## config.mk

```make
export PLATFORM = sky130hd
export DESIGN_NAME = sparc_muldiv_unit
export DESIGN_NICKNAME = d
export VERILOG_FILES = /design/src/rtl/sparc_pkg.sv /design/src/rtl/sign_mag.sv /design/src/rtl/sparc_muldiv_unit.sv
export SDC_FILE = /design/constraint.sdc
export NUM_CORES = 1
export LEC_CHECK = 0
export BUFFER_PORTS_ARGS = -buffer_cell sky130_fd_sc_hd__buf_4
export CAP_MARGIN = 30
export CORE_ASPECT_RATIO = 1.5
export CORE_MARGIN = 2
export CORE_UTILIZATION = 61
export CTS_CLUSTER_DIAMETER = 120
export DETAILED_ROUTE_END_ITERATION = 10
export PLACE_DENSITY = 0.82
export SLEW_MARGIN = 20
export SYNTH_ARGS = -nofsm -noshare
export SYNTH_HDL_FRONTEND = slang
export SYNTH_SLANG_ARGS = --single-unit
```

## constraint.sdc

```tcl
create_clock -name clk -period 7.9 [get_ports clk]
set_input_delay 0.395 -clock clk [delete_from_list [all_inputs] [get_ports clk]]
set_output_delay 0.395 -clock clk [all_outputs]
set_load 0.03 [all_outputs]
```

## src/rtl/sparc_pkg.sv

```systemverilog
// Shared definitions for the SPARC multiply/divide unit: operation
// encodings, the sequencer state type and the divide saturation values.
package sparc_pkg;

    // Operation encodings on the op input.
    localparam logic [1:0] MD_UMUL = 2'b00;
    localparam logic [1:0] MD_SMUL = 2'b01;
    localparam logic [1:0] MD_UDIV = 2'b10;
    localparam logic [1:0] MD_SDIV = 2'b11;

    typedef enum logic [1:0] {
        IDLE = 2'd0,
        CALC = 2'd1,
        FIX  = 2'd2,
        DONE = 2'd3
    } md_state_t;

    // Quotient saturation values.
    localparam logic [31:0] SAT_U32 = 32'hFFFF_FFFF;
    localparam logic [31:0] SAT_POS = 32'h7FFF_FFFF;
    localparam logic [31:0] SAT_NEG = 32'h8000_0000;

endpackage

```

## src/rtl/sign_mag.sv

```systemverilog
// Combinational two's-complement conditional negate. With negate tied to
// the operand sign bit it yields the magnitude; with negate tied to a
// desired result sign it applies sign correction.
//   value  : input word
//   negate : 1 -> result = -value, 0 -> result = value
//   result : output word
module sign_mag #(
    parameter int WIDTH = 32
) (
    input  logic [WIDTH-1:0] value,
    input  logic             negate,
    output logic [WIDTH-1:0] result
);

    assign result = negate ? (~value + WIDTH'(1)) : value;

endmodule

```

## src/rtl/sparc_muldiv_unit.sv

```systemverilog
// Iterative SPARC multiply/divide unit (UMUL/SMUL/UDIV/SDIV) with the Y
// register. A start in IDLE runs 32 shift-add or restoring-divide
// iterations on operand magnitudes, then a sign/saturation fix cycle,
// then a done pulse. Divide by zero completes after one cycle with a
// div_zero pulse and leaves result, Y and flags untouched.
//   clk, rst_n       : clock, asynchronous active-low reset
//   start, op        : request and operation (sampled only in IDLE)
//   rs1, op2         : source operands
//   y_wr, y_wdata    : Y write, honoured only in IDLE without start
//   busy, done       : handshake; done is a one-cycle pulse
//   result, y_out    : completed result, current Y
//   icc_n/z/v/c      : condition codes of the last completed operation
//   div_zero         : one-cycle trap request with done
module sparc_muldiv_unit
    import sparc_pkg::*;
#(
    parameter int WIDTH = 32
) (
    input  logic             clk,
    input  logic             rst_n,
    input  logic             start,
    input  logic [1:0]       op,
    input  logic [WIDTH-1:0] rs1,
    input  logic [WIDTH-1:0] op2,
    input  logic             y_wr,
    input  logic [WIDTH-1:0] y_wdata,
    output logic             busy,
    output logic             done,
    output logic [WIDTH-1:0] result,
    output logic [WIDTH-1:0] y_out,
    output logic             icc_n,
    output logic             icc_z,
    output logic             icc_v,
    output logic             icc_c,
    output logic             div_zero
);

    localparam int DW = 2 * WIDTH;
    localparam int CW = $clog2(WIDTH);

    md_state_t         state, state_nxt;
    logic [CW-1:0]     cnt;
    logic [1:0]        op_q;
    logic              dz_q;

    // Datapath state: shared accumulator, multiplicand/divisor magnitude,
    // result sign and overflow indication.
    logic [DW-1:0]     acc;
    logic [WIDTH-1:0]  dsr;
    logic              neg_q;
    logic              ovf_q;

    logic [WIDTH-1:0]  rs1_mag, op2_mag;
    logic [DW-1:0]     dvd_mag, acc_fix, acc_iter;
    logic              pre_ovf;
    logic [WIDTH:0]    mul_sum, div_rem, div_diff;
    logic [WIDTH:0]    div_fix;

    // Returns {overflow, quotient} for a divide given the unsigned quotient
    // magnitude q and its negation q_neg.
    function automatic logic [WIDTH:0] div_saturate(
        input logic [WIDTH-1:0] q,
        input logic [WIDTH-1:0] q_neg,
        input logic             ovf,
        input logic             sgn,
        input logic             neg
    );
        if (!sgn)
            return ovf ? {1'b1, SAT_U32} : {1'b0, q};
        if (neg) begin
            if (ovf || (q > SAT_NEG))
                return {1'b1, SAT_NEG};
            return {1'b0, q_neg};
        end
        if (ovf || (q > SAT_POS))
            return {1'b1, SAT_POS};
        return {1'b0, q};
    endfunction

    sign_mag #(.WIDTH(WIDTH)) u_rs1_mag (
        .value  (rs1),
        .negate ((op == MD_SMUL) && rs1[WIDTH-1]),
        .result (rs1_mag)
    );

    sign_mag #(.WIDTH(WIDTH)) u_op2_mag (
        .value  (op2),
        .negate (op[0] && op2[WIDTH-1]),
        .result (op2_mag)
    );

    // The 64-bit dividend {Y, rs1} is signed by Y's top bit.
    sign_mag #(.WIDTH(DW)) u_dvd_mag (
        .value  ({y_out, rs1}),
        .negate ((op == MD_SDIV) && y_out[WIDTH-1]),
        .result (dvd_mag)
    );

    sign_mag #(.WIDTH(DW)) u_res_fix (
        .value  (acc),
        .negate (neg_q),
        .result (acc_fix)
    );

    // A quotient that cannot fit in 32 bits is detected before iterating;
    // the iterations still run so latency does not depend on the data.
    assign pre_ovf = (dvd_mag[DW-1:WIDTH] >= op2_mag);

    // Multiply: acc = {partial product high, multiplier bits still to use}.
    // Divide:   acc = {partial remainder, dividend bits / quotient bits}.
    always_comb begin
        mul_sum  = {1'b0, acc[DW-1:WIDTH]} + (acc[0] ? {1'b0, dsr} : '0);
        div_rem  = acc[DW-1:WIDTH-1];
        div_diff = div_rem - {1'b0, dsr};
        if (!op_q[1])
            acc_iter = {mul_sum, acc[WIDTH-1:1]};
        else if (div_diff[WIDTH])
            acc_iter = {div_rem[WIDTH-1:0], acc[WIDTH-2:0], 1'b0};
        else
            acc_iter = {div_diff[WIDTH-1:0], acc[WIDTH-2:0], 1'b1};
    end

    assign div_fix = div_saturate(acc[WIDTH-1:0], acc_fix[WIDTH-1:0],
                                  ovf_q, op_q[0], neg_q);

    always_comb begin
        state_nxt = state;
        case (state)
            IDLE: if (start) state_nxt = (op[1] && (op2 == '0)) ? DONE : CALC;
            CALC: if (cnt == '0) state_nxt = FIX;
            FIX:  state_nxt = DONE;
            DONE: state_nxt = IDLE;
            default: state_nxt = IDLE;
        endcase
    end

    assign busy  = (state != IDLE);
    assign icc_c = 1'b0;

    always_ff @(posedge clk or negedge rst_n) begin
        if (!rst_n) begin
            state    <= IDLE;
            cnt      <= '0;
            op_q     <= MD_UMUL;
            dz_q     <= 1'b0;
            done     <= 1'b0;
            div_zero <= 1'b0;
            result   <= '0;
            y_out    <= '0;
            icc_n    <= 1'b0;
            icc_z    <= 1'b0;
            icc_v    <= 1'b0;
        end else begin
            state    <= state_nxt;
            done     <= 1'b0;
            div_zero <= 1'b0;
            case (state)
                IDLE: begin
                    if (start) begin
                        op_q <= op;
                        cnt  <= CW'(WIDTH - 1);
                        dz_q <= op[1] && (op2 == '0);
                    end else if (y_wr) begin
                        y_out <= y_wdata;
                    end
                end
                CALC: cnt <= cnt - CW'(1);
                DONE: begin
                    done     <= 1'b1;
                    div_zero <= dz_q;
                    if (!dz_q) begin
                        result <= acc[WIDTH-1:0];
                        if (!op_q[1])
                            y_out <= acc[DW-1:WIDTH];
                        icc_n <= acc[WIDTH-1];
                        icc_z <= (acc[WIDTH-1:0] == '0);
                        icc_v <= ovf_q;
                    end
                end
                default: ;
            endcase
        end
    end

    always_ff @(posedge clk) begin
        case (state)
            IDLE: begin
                if (start) begin
                    dsr   <= op2_mag;
                    ovf_q <= op[1] && pre_ovf;
                    if (op[1]) begin
                        acc   <= dvd_mag;
                        neg_q <= op[0] && (y_out[WIDTH-1] ^ op2[WIDTH-1]);
                    end else begin
                        acc   <= {{WIDTH{1'b0}}, rs1_mag};
                        neg_q <= op[0] && (rs1[WIDTH-1] ^ op2[WIDTH-1]);
                    end
                end
            end
            CALC: acc <= acc_iter;
            FIX: begin
                if (op_q[1]) begin
                    acc   <= {acc[DW-1:WIDTH], div_fix[WIDTH-1:0]};
                    ovf_q <= div_fix[WIDTH];
                end else begin
                    acc   <= acc_fix;
                    ovf_q <= 1'b0;
                end
            end
            default: ;
        endcase
    end

endmodule

```

==> impl_metrics.toml <==
[outcome]
outcome = "finished clean"

[sta]
setup_viol = 0
fmax_ghz = 0.192
grt_setup_unrepaired = "no"
slew_violations = 0
finClkSkew_ns = 0.0121
worst_pin_slew_ns = 1.04
final-hold-violation-count = 0
period_minus_slack_ns = 5.22
period_share_pct = 66.0
max_slew_margin_pct = 30.5
setup_tns_ns = 0
finalWorstSetupSlack_ns = 2.68
whs_ns = 0.185

[drt]
drc = 0
firstDrtPassIters = 7
vias = 16111
viasPerCell = 6.74
ant_nets = 0
wl_per_cell_um = 24.3
drtIter0Drc = 1563
drt_wl_total_um = 58000

[power]
power_per_cell_area_nw_per_um2 = 491
power_leakage_nw = 7.79
peakVddDrop_mv = 0.368

[yosys]
synth_top_family_by_area = "compound AO/OA/AOI/OAI gates"
synth-seq-cells = 176
synthMuxAreaShare_pct = 7.68
yosys.area_share.simple_pct = 16.7
synth_seq_area_share_pct = 29.8
ys.flop_type = "edfxtp_1"
ys_types = 86
synthAdderAreaFrac_pct = 8.25
synth.net_count = 2136
post_synth.cell_area_avg_um2 = 8.52
synth_compound_area_share_pct = 21.9
yosys_warnings = 0
synth_area_um2 = 16400
synth_edf_count = 98
synthTopCellsByArea = "edfxtp_1 18%, dfrtp_1 12%, ha_1 8.0%"
yosysTopAreaCell = "edfxtp_1"
synth-xor-area-share_pct = 10.8
synth_top_area_share_pct = 17.9
syn_inst = 1927
async_flop_share_pct = 44.3

[placement]
io_buffers = 171
dp_hpwl_um = 44100
globalplace.congestion = 1.03
dpl_worst_slack_ns = 2.85
place_area_um2 = 17900

[clocking]
clkTransAtPathRegs_ns = 0.08
cts_tree = "yes"
cts.repair.resized = 0
clock_latency_ns = 0.47
numCtsBuffers = 17
clockBufferDepth = 2
htree_levels = 4
clock-root-buffer = "clkbuf_16"
cts_setup_buffers = 0
holdBufCountCts = 1
cts.sinks = 176

[min_path]
worstHoldPathCells = 1
min_to = "dsr[0]$_DFFE_PP_"
hold_class = "in -> reg"
hold_path_startpoint = "op2[0]"

[critical_path]
worstSetupPathType = "reg -> reg"
critPathLaunchType = "register"
rr_endpoint = "acc[50]$_DFFE_PP_"
reg2reg_depth = 14
worst-endpoint-arrival_ns = 5.41
cp.required_ns = 8.10
crit_fanout = 30
crit_path_end_kind = "register"
rr_startpoint = "acc[31]$_DFFE_PP_"
r2r_slack_ns = 2.68

[grt]
antenna_found_initial = 0
track_usage_pct = 41.2
grt_remaining_overflow = 0
grt_pass1_wl_um = 87100
grt_pass1_vias = 15573
grt_max_degree = 65

[finish]
final_common_cell = "a21oi_1"
layout_common_cells = "219 x a21oi_1, 191 x buf_4, 179 x nor2_1"
multiInputGateArea_um2 = 10800
diodes = 0
drive_gt1_share_pct = 16.3
fillers = 2170
register_area_um2 = 4900
nets = 2250
fin_area_um2 = 18500
syn2layout_area_growth_pct = 12.8

[floorplan]
io_pins = 173
initial_core_util_pct = 62.0
die_h_um = 205
die_w_um = 138
rows = 73
core_um2 = 26500
die_area_um2 = 28300

[run]
max_cap_viol_count = 0
Yosys cell counts, types with 12 or more instances:
cell,instances
mux2_2,63
dfrtp_1,78
nor2_1,181
nor2b_1,14
o41ai_1,12
nand2_1,128
a31oi_1,21
and2_1,13
nor3_1,39
o31ai_1,30
inv_1,98
a21oi_1,219
xor2_1,94
xnor2_1,108
a21o_1,43
nand2b_1,14
nor4_1,26
o21ai_0,114
or4_1,18
mux2i_1,55
a211oi_1,32
o211ai_1,13
nand4_1,18
edfxtp_1,98
nand3_1,30
clkbuf_1,76
ha_1,105
or3_1,15
worst max-delay path by stage:
stage                          from                end  slack (ns)  cells after the start
6_report          acc[31]$_DFFE_PP_  acc[50]$_DFFE_PP_        2.68                     14
3_5_place_dp      acc[31]$_DFFE_PP_  acc[50]$_DFFE_PP_        2.85                     14
4_1_cts           acc[31]$_DFFE_PP_  acc[50]$_DFFE_PP_        2.81                     14
5_1_grt           acc[31]$_DFFE_PP_  acc[50]$_DFFE_PP_        2.41                     14
3_3_place_gp      acc[31]$_DFFE_PP_  acc[50]$_DFFE_PP_        3.02                     14
2_1_floorplan  state[0]$_DFFE_PN0P_   acc[0]$_DFFE_PP_        3.69                      6
cell type report:
class / instances / share of cell area (%)
multi-input cells: 1552 / 58.2
flip-flops and latches: 176 / 26.4
repair buffers: 194 / 7.96
clock buffers: 17 / 2.30
well taps: 337 / 2.28
inverters: 100 / 2.03
clock inverters: 15 / 0.750
worst max-delay path: stages, from the launching register on:
cell and delay, ns:
edfxtp_1 0.59, inv_1 0.18, ha_1 0.18, inv_1 0.06, fa_1 0.43, a211oi_1 0.44, o211ai_1 0.19, a21oi_1 0.59
a2111oi_2 0.22, o41ai_1 0.79, nor2_4 0.18, buf_4 0.35, mux2_2 0.33, a222oi_1 0.26, o21ai_0 0.14
metrics by stage:
step	utilization (%)	total power (W)	std cells
after floorplan	-	0.00620	1927
after global placement	67.6	0.00790	2356
after detailed placement	67.7	0.00802	2358
after CTS	69.9	0.00890	2391
after global routing	69.9	0.00960	2391
final	69.9	0.00908	2391
layer usage:
| metal | part of all wire, % | track usage [%] | routed length (um) |
|---|---|---|---|
| met5 | 0 | 0 | 0 |
| met4 | 8.2 | 28.9 | 4780 |
| met3 | 9.3 | 8.61 | 5370 |
| met2 | 48 | 67.8 | 27600 |
| met1 | 35 | 47.0 | 20200 |
kinds of logic after synthesis:
family | count (synthesis)
adder cells (fa/ha/maj) | 107
multiplexers | 118
AO/OA/AOI/OAI | 575
flip-flops | 176
other | 1
buffers and inverters | 199
XOR/XNOR | 202
AND/OR/NAND/NOR | 549
registers in the layout, indices dropped and copies added, names as in the netlist:
register and flops:
dz_q 1, done 1, dsr 32, cnt 5, y_out 32, neg_q 1, result 32, icc_v 1
icc_z 1, ovf_q 1, acc 64, op_q 2, state 2, div_zero 1
where the power goes:
group / internal (W) / switching (W)
combinational: 0.00226 / 0.00363
sequential: 0.00158 / 0.000749
clock: 0.000419 / 0.000442
Note: power is estimated with default switching activity, not from simulation.
